==> src/rtl/pulse_gen_multi.sv <==
// pulse_gen_multi: multi-channel edge-to-pulse generator.
// Each channel synchronises an asynchronous level input, optionally debounces
// it, detects rising/falling/both edges per a 2-bit mode, and stretches each
// qualifying event into a PULSE_LEN-cycle output pulse.
// Optional debounce is compiled in with the macro PULSEGEN_DEBOUNCE_EN; without
// it the filtered level follows the synchroniser output directly.
module pulse_gen_multi #(
    parameter int WIDTH       = 4,
    parameter int SYNC_STAGES = 2,
    parameter int DB_CYCLES   = 4,
    parameter int PULSE_LEN   = 1
) (
    input  logic                 clk,
    input  logic                 reset,
    input  logic [WIDTH-1:0]     in,
    input  logic [2*WIDTH-1:0]   mode,
    output logic [WIDTH-1:0]     q,
    output logic [WIDTH-1:0]     level
);

    localparam int ST_W = $clog2(PULSE_LEN + 1);

    genvar gi;
    generate
        for (gi = 0; gi < WIDTH; gi = gi + 1) begin : g_chan
            logic [SYNC_STAGES-1:0] sync_reg;
            logic                   s;
            logic                   lvl_reg;
            logic                   lvl_next;
            logic                   rise;
            logic                   fall;
            logic                   event_hit;
            logic [ST_W-1:0]        st_reg;
            logic [ST_W-1:0]        st_next;

            // Synchroniser shift register; the last stage is the safe sample.
            always_ff @(posedge clk) begin
                if (reset) begin
                    sync_reg <= '0;
                end else begin
                    sync_reg <= {sync_reg[SYNC_STAGES-2:0], in[gi]};
                end
            end

            assign s = sync_reg[SYNC_STAGES-1];

`ifdef PULSEGEN_DEBOUNCE_EN
            localparam int CNT_W = $clog2(DB_CYCLES) + 1;
            logic [CNT_W-1:0] cnt_reg;
            logic [CNT_W-1:0] cnt_next;

            // Debounce: the level only moves after DB_CYCLES consecutive
            // cycles of disagreement; any agreement restarts the count.
            always_comb begin
                cnt_next = cnt_reg;
                lvl_next = lvl_reg;
                if (s == lvl_reg) begin
                    cnt_next = '0;
                end else if (cnt_reg == CNT_W'(DB_CYCLES - 1)) begin
                    lvl_next = s;
                    cnt_next = '0;
                end else begin
                    cnt_next = cnt_reg + CNT_W'(1);
                end
            end

            // Debounce counter register; reset discards pending counts.
            always_ff @(posedge clk) begin
                if (reset) begin
                    cnt_reg <= '0;
                end else begin
                    cnt_reg <= cnt_next;
                end
            end
`else
            assign lvl_next = s;
`endif

            // Edges are judged on the level transition happening this edge,
            // so the pulse starts on the same edge the level changes.
            assign rise      = lvl_next & ~lvl_reg;
            assign fall      = ~lvl_next & lvl_reg;
            assign event_hit = (rise & mode[2*gi]) | (fall & mode[2*gi+1]);

            // Stretcher: an event (re)loads the full length, else count down.
            always_comb begin
                st_next = st_reg;
                if (event_hit) begin
                    st_next = ST_W'(PULSE_LEN);
                end else if (st_reg != '0) begin
                    st_next = st_reg - ST_W'(1);
                end
            end

            // Filtered level and stretcher state registers.
            always_ff @(posedge clk) begin
                if (reset) begin
                    lvl_reg <= 1'b0;
                    st_reg  <= '0;
                end else begin
                    lvl_reg <= lvl_next;
                    st_reg  <= st_next;
                end
            end

            assign q[gi]     = (st_reg != '0);
            assign level[gi] = lvl_reg;
        end
    endgenerate

endmodule

==> config.mk <==
export PLATFORM = sky130hd
export DESIGN_NAME = pulse_gen_multi
export DESIGN_NICKNAME = d
export VERILOG_FILES = /design/src/rtl/pulse_gen_multi.sv
export SDC_FILE = /design/constraint.sdc
export NUM_CORES = 1
export LEC_CHECK = 0
export CORE_MARGIN = 1.5
export CORE_UTILIZATION = 40
export DETAILED_ROUTE_END_ITERATION = 12
export GPL_ROUTABILITY_DRIVEN = 0
export PLACE_DENSITY_LB_ADDON = 0.05
export RECOVER_POWER = 100
export SETUP_SLACK_MARGIN = 0.5
export SLEW_MARGIN = 10
export SYNTH_ARGS = -nofsm -noshare
export SYNTH_HDL_FRONTEND = slang
export SYNTH_SLANG_ARGS = --single-unit
==> constraint.sdc <==
create_clock -name clk -period 0.9 [get_ports clk]
set_input_delay 0.18 -clock clk [delete_from_list [all_inputs] [get_ports clk]]
set_output_delay 0.18 -clock clk [all_outputs]
set_load 0.02 [all_outputs]
==> impl_results.html, run 1 <==
<table>
<tr><th>Metric</th><th>Value</th></tr>
<tr><th colspan="2">Floorplan</th></tr>
<tr><td>Core Footprint</td><td>1320 µm²</td></tr>
<tr><td>Std-Cell Rows</td><td>13</td></tr>
<tr><td>Die area</td><td>1670 µm²</td></tr>
<tr><td>Ports</td><td>22</td></tr>
<tr><td>Die height</td><td>40.8 µm</td></tr>
<tr><td>Die Span X</td><td>40.8 µm</td></tr>
<tr><td>Starting density of the core</td><td>43.4%</td></tr>
<tr><th colspan="2">Detailed routing</th></tr>
<tr><td>Detail-routed net length per standard cell</td><td>9.63 µm</td></tr>
<tr><td>1st-iter DRT viols</td><td>5</td></tr>
<tr><td>Post-route antenna net violation count</td><td>0</td></tr>
<tr><td>Number of vias in the routed layout</td><td>376</td></tr>
<tr><td>DRC violations left</td><td>0</td></tr>
<tr><td>Pre-Repair DR Iteration Count</td><td>4</td></tr>
<tr><td>Via density per instance</td><td>4.32</td></tr>
<tr><td>Routed Wire Length</td><td>838 µm</td></tr>
<tr><th colspan="2">Logic synthesis</th></tr>
<tr><td>Top cell type by total area after synthesis</td><td>sky130_fd_sc_hd__dfxtp_1</td></tr>
<tr><td>Register bit count reported by yosys</td><td>16</td></tr>
<tr><td>Dominant synthesized flop cell</td><td>sky130_fd_sc_hd__dfxtp_1</td></tr>
<tr><td>Netlist cell types</td><td>8</td></tr>
<tr><td>Yosys warnings</td><td>0</td></tr>
<tr><td>Share of flip-flops with an asynchronous set or reset after synthesis</td><td>0%</td></tr>
<tr><td>Avg Inst Size Synth</td><td>11.7 µm²</td></tr>
<tr><td>Sequential cell area fraction in the yosys report</td><td>56.0%</td></tr>
<tr><td>Gate count of the mapped netlist</td><td>49</td></tr>
<tr><td>Total standard cell area after synthesis</td><td>572 µm²</td></tr>
<tr><td>Synth area leaders</td><td>sky130_fd_sc_hd__dfxtp_1 (56%), sky130_fd_sc_hd__buf_4 (11%), sky130_fd_sc_hd__nand3b_1 (11%), sky130_fd_sc_hd__and2b_2 (9.2%), sky130_fd_sc_hd__nor2b_2 (6.1%)</td></tr>
<tr><td>Number of flops mapped to enable cells by yosys</td><td>0</td></tr>
<tr><td>Post-synth top cells</td><td>sky130_fd_sc_hd__dfxtp_1 (16), sky130_fd_sc_hd__buf_4 (8), sky130_fd_sc_hd__nand3b_1 (8)</td></tr>
<tr><td>Fraction of post-synthesis cell area in the top cell type by area</td><td>56.0%</td></tr>
<tr><td>Dominant cell by count in the synthesized netlist</td><td>sky130_fd_sc_hd__dfxtp_1</td></tr>
<tr><td>Synth Net Count</td><td>63</td></tr>
<tr><th colspan="2">Timing</th></tr>
<tr><td>Unrepaired setup endpoints after global routing</td><td>yes</td></tr>
<tr><td>Actual transition at the worst max-transition pin</td><td>0.381 ns</td></tr>
<tr><td>Final critical-path share of the clock period</td><td>103%</td></tr>
<tr><td>Time the worst path needs with I/O delays and setup</td><td>0.930 ns</td></tr>
<tr><td>Timing-limited maximum frequency</td><td>1080 MHz</td></tr>
<tr><td>Final setup fails</td><td>9</td></tr>
<tr><td>Tightest hold margin</td><td>0.193 ns</td></tr>
<tr><td>Number of max-slew violations in the final report</td><td>0</td></tr>
<tr><td>Clock Skew</td><td>0.00684 ns</td></tr>
<tr><td>Total negative slack</td><td>-0.133 ns</td></tr>
<tr><td>Setup slack after layout</td><td>-0.0298 ns</td></tr>
<tr><td>Relative slew slack</td><td>74.6%</td></tr>
<tr><td>Final hold violations</td><td>0</td></tr>
<tr><th colspan="2">Finish</th></tr>
<tr><td>Final design utilization</td><td>64.7%</td></tr>
<tr><td>Max reg flops</td><td>8</td></tr>
<tr><td>FILL cells</td><td>117</td></tr>
<tr><td>Inserted Diodes</td><td>0</td></tr>
<tr><td>Area added between synthesis and finish</td><td>49.0%</td></tr>
<tr><td>Share of post-route cells with drive strength above 1</td><td>50.0%</td></tr>
<tr><td>Post-layout net count</td><td>87</td></tr>
<tr><th colspan="2">Setup path</th></tr>
<tr><td>Standard cell with the maximum stage delay on the critical path</td><td>sky130_fd_sc_hd__dfxtp_1</td></tr>
<tr><td>CP startpoint kind</td><td>register</td></tr>
<tr><td>Critical Path End Type</td><td>output pin</td></tr>
<tr><td>Worst path cell trace</td><td>buf_6</td></tr>
<tr><td>Type of the setup path with the least slack</td><td>reg -&gt; out</td></tr>
<tr><td>Crit-path leading delay family</td><td>flip-flops</td></tr>
<tr><td>Buffering stage count on the worst path with inverters included</td><td>1</td></tr>
<tr><td>Maximum fanout count along the critical path</td><td>2</td></tr>
<tr><td>Worst Path Required</td><td>0.72 ns</td></tr>
<tr><td>Arrival time at the worst endpoint</td><td>0.75 ns</td></tr>
<tr><td>Crit-path max cell delay</td><td>0.35 ns</td></tr>
<tr><th colspan="2">Clocking</th></tr>
<tr><td>Clock Tree Buf Depth</td><td>2</td></tr>
<tr><td>Insertion delay to the later sink of the worst-skew pair</td><td>0.28 ns</td></tr>
<tr><td>Cell at the root of the clock tree</td><td>sky130_fd_sc_hd__clkbuf_4</td></tr>
<tr><td>Clock tree from TritonCTS</td><td>built</td></tr>
<tr><td>Number of hold buffers added after CTS</td><td>0</td></tr>
<tr><td>Clock buffers created by TritonCTS</td><td>3</td></tr>
<tr><td>Clock net sink count</td><td>16</td></tr>
<tr><td>Clock-pin slew on the worst setup and hold paths</td><td>0.10 ns</td></tr>
<tr><td>CTS H-Tree Depth</td><td>1</td></tr>
<tr><th colspan="2">GRT</th></tr>
<tr><td>Wire length of the first global-routing pass</td><td>1160 µm</td></tr>
<tr><td>GR peak layer</td><td>met2</td></tr>
<tr><td>Global route overflow</td><td>0</td></tr>
<tr><td>Total Routing Usage GR</td><td>11.0%</td></tr>
<tr><td>Antenna violations before repair</td><td>0</td></tr>
<tr><td>Vias in the first global route</td><td>317</td></tr>
<tr><td>GR met3 Demand/Resource</td><td>3.26%</td></tr>
<tr><td>Met1 capacity usage during global routing</td><td>12.3%</td></tr>
<tr><td>Met2 capacity usage during global routing</td><td>17.6%</td></tr>
<tr><td>Maximum number of pins on one net before global-route repair</td><td>10</td></tr>
<tr><th colspan="2">Placed design</th></tr>
<tr><td>HPWL Detailed</td><td>561 µm</td></tr>
<tr><td>Port Buffer Count</td><td>21</td></tr>
<tr><th colspan="2">Power</th></tr>
<tr><td>Static leakage</td><td>0.360 nW</td></tr>
<tr><td>Max rail drop VDD</td><td>0.935 mV</td></tr>
<tr><td>PwrDens</td><td>1600 nW/µm²</td></tr>
<tr><th colspan="2">Outcome</th></tr>
<tr><td>Violated checks</td><td>negative setup slack</td></tr>
<tr><td>Status</td><td>finished, violations left</td></tr>
<tr><th colspan="2">Min path</th></tr>
<tr><td>Path class of the lowest-slack min-delay path</td><td>in -&gt; reg</td></tr>
<tr><th colspan="2">Job</th></tr>
<tr><td>Number of max-cap violations</td><td>0</td></tr>
</table>
-- layout make-up --
class                   instances  area (µm²)  area share [%]
multi-input cells              24         200            23.5
well taps                      15        18.8            2.20
clock buffers                   4        36.3            4.26
repair buffers                 28         267            31.3
flip-flops and latches         16         330            38.8
-- cell usage in the layout (no fill, tap or decap), drive strengths merged --
master and n:
clkbuf 6, dlygate4sd2 3, clkdlybuf4s50 8, dfxtp 16, and2b 6, a21oi 4
nand3b 8, buf 14, nor2b 6, clkdlybuf4s15 1
-- path summary, 6_finish.rpt --
kind / from / end / slack [ns] / cells after the start
worst min-delay path: in[1] / g_chan[1].sync_reg[0]$_SDFF_PP0_ / 0.19 / 2
worst max-delay path: g_chan[2].lvl_reg$_SDFF_PP0_ / level[2] / -0.03 / 1
worst max register to register: g_chan[1].lvl_reg$_SDFF_PP0_ / g_chan[1].st_reg$_SDFF_PP0_ / -0.01 / 4
worst min register to register: g_chan[3].sync_reg[0]$_SDFF_PP0_ / g_chan[3].sync_reg[1]$_SDFF_PP0_ / 0.44 / 1
-- cell families after synthesis --
kind of cell | after synthesis | share of synthesized area (%)
AOI/OAI and AO/OA | 4 | 3.50
buffers and inverters | 9 | 12.5
DFF | 16 | 56.0
and+or+nand+nor | 20 | 28.0
-- metrics by stage --
step / std cells / area, µm² / worst slack [ns] / power [mW]
after floorplan: 49 / 621 / 0.284 / 0.837
after global placement: 81 / 777 / -0.213 / 0.899
after detailed placement: 81 / 777 / -0.226 / 0.901
after CTS: 87 / 853 / -0.0241 / 1.37
after global routing: 87 / 852 / -0.0541 / 1.40
final: 87 / 852 / -0.0298 / 1.36
-- layer usage --
layer	share of wire [%]	vias to the layer above	wire (µm)
met1	46	159	387
met4	0	0	0
met5	0	-	0
met2	45	19	376
li1	-	198	-
met3	8.8	0	74
-- report_power, final --
group	switching [mW]	total [mW]	internal (mW)
Clock	0.227	0.473	0.246
Sequential	0.0114	0.747	0.735
Combinational	0.0448	0.143	0.0978
Total	0.283	1.36	1.08
-- repair_timing --
item	in CTS	in global routing
buffers inserted	2	0
endpoints found under the setup margin	24	21
pin swaps	0	2
gates resized for setup	67	4
(Power assumes the default switching activity.)
==> inputs of run 2 (changes only) <==
--- a/config.mk
+++ b/config.mk
@@ -10,8 +10,7 @@
 export DETAILED_ROUTE_END_ITERATION = 12
 export GPL_ROUTABILITY_DRIVEN = 0
 export PLACE_DENSITY_LB_ADDON = 0.05
-export RECOVER_POWER = 100
-export SETUP_SLACK_MARGIN = 0.5
+export RECOVER_POWER = 25
 export SLEW_MARGIN = 10
 export SYNTH_ARGS = -nofsm -noshare
 export SYNTH_HDL_FRONTEND = slang
==> impl_results.html, run 2 (synthesis results as in run 1) <==
<table>
<tr><th>Metric</th><th>Value</th></tr>
<tr><th colspan="2">Setup path</th></tr>
<tr><td>Crit-path max cell delay</td><td>0.33 ns (-0.02 ns)</td></tr>
<tr><td>Setup slack of the worst register-to-register path</td><td>0.09 ns (+0.10 ns)</td></tr>
<tr><td>Worst r2r dst</td><td>g_chan[0].st_reg$_SDFF_PP0_</td></tr>
<tr><td>Standard cell with the maximum stage delay on the critical path</td><td>sky130_fd_sc_hd__dfxtp_2</td></tr>
<tr><td>Worst reg2reg path startpoint</td><td>g_chan[0].lvl_reg$_SDFF_PP0_</td></tr>
<tr><td>Critical path destination</td><td>level[0]</td></tr>
<tr><td>Maximum fanout count along the critical path</td><td>2 (unchanged)</td></tr>
<tr><td>Crit-path leading delay family</td><td>flip-flops</td></tr>
<tr><td>Crit path from</td><td>g_chan[0].lvl_reg$_SDFF_PP0_</td></tr>
<tr><td>Worst path cell trace</td><td>buf_6</td></tr>
<tr><td>Worst Path Required</td><td>0.72 ns (about the same)</td></tr>
<tr><td>R2R cell count</td><td>3 (-1)</td></tr>
<tr><td>Buffering stage count on the worst path with inverters included</td><td>1 (unchanged)</td></tr>
<tr><td>Critical Path End Type</td><td>output pin</td></tr>
<tr><td>Type of the setup path with the least slack</td><td>reg -&gt; out</td></tr>
<tr><td>Arrival time at the worst endpoint</td><td>0.74 ns (about the same)</td></tr>
<tr><td>CP startpoint kind</td><td>register</td></tr>
<tr><td>Crit. path cell count</td><td>1 (unchanged)</td></tr>
<tr><th colspan="2">Detailed routing</th></tr>
<tr><td>1st-iter DRT viols</td><td>3 (-2)</td></tr>
<tr><td>Routed Wire Length</td><td>771 µm (-8.0%)</td></tr>
<tr><td>Detail-routed net length per standard cell</td><td>8.97 µm (-6.9%)</td></tr>
<tr><td>Pre-Repair DR Iteration Count</td><td>2 (-2)</td></tr>
<tr><td>Number of vias in the routed layout</td><td>370 (-1.6%)</td></tr>
<tr><td>DRC violations left</td><td>0 (unchanged)</td></tr>
<tr><td>Post-route antenna net violation count</td><td>0 (unchanged)</td></tr>
<tr><td>Via density per instance</td><td>4.30 (-0.45%)</td></tr>
<tr><th colspan="2">Timing</th></tr>
<tr><td>Setup slack after layout</td><td>-0.0170 ns (+0.0129 ns)</td></tr>
<tr><td>Relative slew slack</td><td>84.7% (+10 points)</td></tr>
<tr><td>Timing-limited maximum frequency</td><td>1090 MHz (+1.4%)</td></tr>
<tr><td>Number of max-slew violations in the final report</td><td>0 (unchanged)</td></tr>
<tr><td>Clock Skew</td><td>0.000797 ns (-0.00604 ns)</td></tr>
<tr><td>Unrepaired setup endpoints after global routing</td><td>yes</td></tr>
<tr><td>Tightest hold margin</td><td>0.445 ns (+0.252 ns)</td></tr>
<tr><td>Actual transition at the worst max-transition pin</td><td>0.228 ns (-0.153 ns)</td></tr>
<tr><td>Final hold violations</td><td>0 (unchanged)</td></tr>
<tr><td>Final critical-path share of the clock period</td><td>102% (-1.4 points)</td></tr>
<tr><td>Final setup fails</td><td>8 (-1)</td></tr>
<tr><td>Time the worst path needs with I/O delays and setup</td><td>0.917 ns (-0.0129 ns)</td></tr>
<tr><th colspan="2">Floorplan</th></tr>
<tr><td>Die height</td><td>40.8 µm (unchanged)</td></tr>
<tr><td>Std-Cell Rows</td><td>13 (unchanged)</td></tr>
<tr><td>Starting density of the core</td><td>43.4% (unchanged)</td></tr>
<tr><td>Die Span X</td><td>40.8 µm (unchanged)</td></tr>
<tr><td>Core Footprint</td><td>1320 µm² (unchanged)</td></tr>
<tr><td>Die area</td><td>1670 µm² (unchanged)</td></tr>
<tr><td>Ports</td><td>22 (unchanged)</td></tr>
<tr><th colspan="2">Finish</th></tr>
<tr><td>Leading cell types in the layout, fill and taps excluded</td><td>sky130_fd_sc_hd__clkdlybuf4s50_1 (13), sky130_fd_sc_hd__nand3b_1 (8), sky130_fd_sc_hd__dfxtp_2 (8), sky130_fd_sc_hd__dfxtp_1 (8), sky130_fd_sc_hd__buf_6 (8)</td></tr>
<tr><td>Inserted Diodes</td><td>0 (unchanged)</td></tr>
<tr><td>Area added between synthesis and finish</td><td>44.4%</td></tr>
<tr><td>Most common cell after layout, fill and taps aside</td><td>sky130_fd_sc_hd__clkdlybuf4s50_1</td></tr>
<tr><td>Post-layout net count</td><td>86 (-1.1%)</td></tr>
<tr><td>Final design utilization</td><td>62.7% (-2.0 points)</td></tr>
<tr><td>Max reg flops</td><td>8 (unchanged)</td></tr>
<tr><td>Filler-free cell count of the finished design</td><td>86 (-1.1%)</td></tr>
<tr><td>Share of post-route cells with drive strength above 1</td><td>50.7% (+0.70 points)</td></tr>
<tr><th colspan="2">GRT</th></tr>
<tr><td>Global route overflow</td><td>0 (unchanged)</td></tr>
<tr><td>Total Routing Usage GR</td><td>10.9% (-0.064 points)</td></tr>
<tr><td>Maximum number of pins on one net before global-route repair</td><td>10 (unchanged)</td></tr>
<tr><td>Antenna violations before repair</td><td>0 (unchanged)</td></tr>
<tr><td>Wire length of the first global-routing pass</td><td>1120 µm (-3.6%)</td></tr>
<tr><td>Vias in the first global route</td><td>287 (-9.5%)</td></tr>
<tr><th colspan="2">Clocking</th></tr>
<tr><td>CTS H-Tree Depth</td><td>1 (unchanged)</td></tr>
<tr><td>Clock Tree Buf Depth</td><td>2 (unchanged)</td></tr>
<tr><td>Insertion delay to the later sink of the worst-skew pair</td><td>0.28 ns (about the same)</td></tr>
<tr><td>Cell at the root of the clock tree</td><td>sky130_fd_sc_hd__clkbuf_4</td></tr>
<tr><td>Clock buffers created by TritonCTS</td><td>3 (unchanged)</td></tr>
<tr><td>Clock-pin slew on the worst setup and hold paths</td><td>0.09 ns (about the same)</td></tr>
<tr><td>Clock net sink count</td><td>16 (unchanged)</td></tr>
<tr><td>Clock tree from TritonCTS</td><td>built</td></tr>
<tr><th colspan="2">Job</th></tr>
<tr><td>Number of max-cap violations</td><td>0 (unchanged)</td></tr>
<tr><th colspan="2">Placed design</th></tr>
<tr><td>Port Buffer Count</td><td>21 (unchanged)</td></tr>
<tr><td>Post-placement cell count</td><td>81 (unchanged)</td></tr>
<tr><td>Dpl ws</td><td>-0.261 ns (-0.0344 ns)</td></tr>
<tr><td>HPWL Detailed</td><td>575 µm (+2.4%)</td></tr>
<tr><th colspan="2">Power</th></tr>
<tr><td>PwrDens</td><td>1630 nW/µm² (+2.2%)</td></tr>
<tr><td>Max rail drop VDD</td><td>1.07 mV (+14%)</td></tr>
<tr><td>Post-layout power</td><td>1.35 mW (-0.97%)</td></tr>
<tr><td>Static leakage</td><td>0.345 nW (-4.2%)</td></tr>
<tr><th colspan="2">Outcome</th></tr>
<tr><td>Status</td><td>finished, violations left</td></tr>
<tr><td>Violated checks</td><td>negative setup slack</td></tr>
<tr><th colspan="2">Min path</th></tr>
<tr><td>Path class of the lowest-slack min-delay path</td><td>reg -&gt; reg</td></tr>
</table>
[run 2: cell count changes in the layout (fill, tap and decap cells not counted), sizes merged]
cell | before | now
clkbuf | 6 | 5
clkdlybuf4s50 | 8 | 13
clkdlybuf4s15 | 1 | 0
dlygate4sd2 | 3 | 0
buf | 14 | 13
[run 2: how the worst min path moves through the flow]
stage                                startpoint                               end  slack, ns  cells after the start
2_1_floorplan                             in[3]  g_chan[3].sync_reg[0]$_SDFF_PP0_       0.31                      1
3_3_place_gp   g_chan[3].sync_reg[0]$_SDFF_PP0_  g_chan[3].sync_reg[1]$_SDFF_PP0_       0.42                      1
3_5_place_dp   g_chan[2].sync_reg[0]$_SDFF_PP0_  g_chan[2].sync_reg[1]$_SDFF_PP0_       0.43                      1
4_1_cts        g_chan[2].sync_reg[0]$_SDFF_PP0_  g_chan[2].sync_reg[1]$_SDFF_PP0_       0.45                      1
5_1_grt        g_chan[3].sync_reg[0]$_SDFF_PP0_  g_chan[3].sync_reg[1]$_SDFF_PP0_       0.47                      1
6_report       g_chan[2].sync_reg[0]$_SDFF_PP0_  g_chan[2].sync_reg[1]$_SDFF_PP0_       0.44                      1
[run 2: what timing repair did]
action,4_1_cts,5_1_grt
buffers inserted,1,0
hold buffers,0,0
pin swaps,0,0
gates resized for setup,56,0
endpoints found under the setup margin,8,8
[run 2: cell type report]
cell class              instances  area (µm²)
flip-flops and latches         16         330
repair buffers                 27         260
well taps                      15        18.8
multi-input cells              24         180
fillers                       116         492
clock buffers                   4        36.3
[run 2: layer usage]
layer	track usage, %	vias to the layer above	part of all wire (%)
li1	-	193	-
met1	14.1	158	48
met2	15.2	17	40
met3	3.26	2	9.2
met4	7.50	0	2.7
met5	0	-	0
[run 2: stage by stage]
| step | area, µm² | TNS, ns |
|---|---|---|
| after global routing | 826 | -0.425 |
| after CTS | 831 | -0.177 |
| after global placement | 767 | -4.86 |
| after detailed placement | 767 | -5.25 |
| final | 826 | -0.0888 |
| after floorplan | 572 | 0 |
[run 2: power by group]
group / internal [mW] / switching, mW / total (mW)
clock network: 0.246 / 0.219 / 0.465
registers: 0.735 / 0.0105 / 0.746
logic: 0.0976 / 0.0403 / 0.138
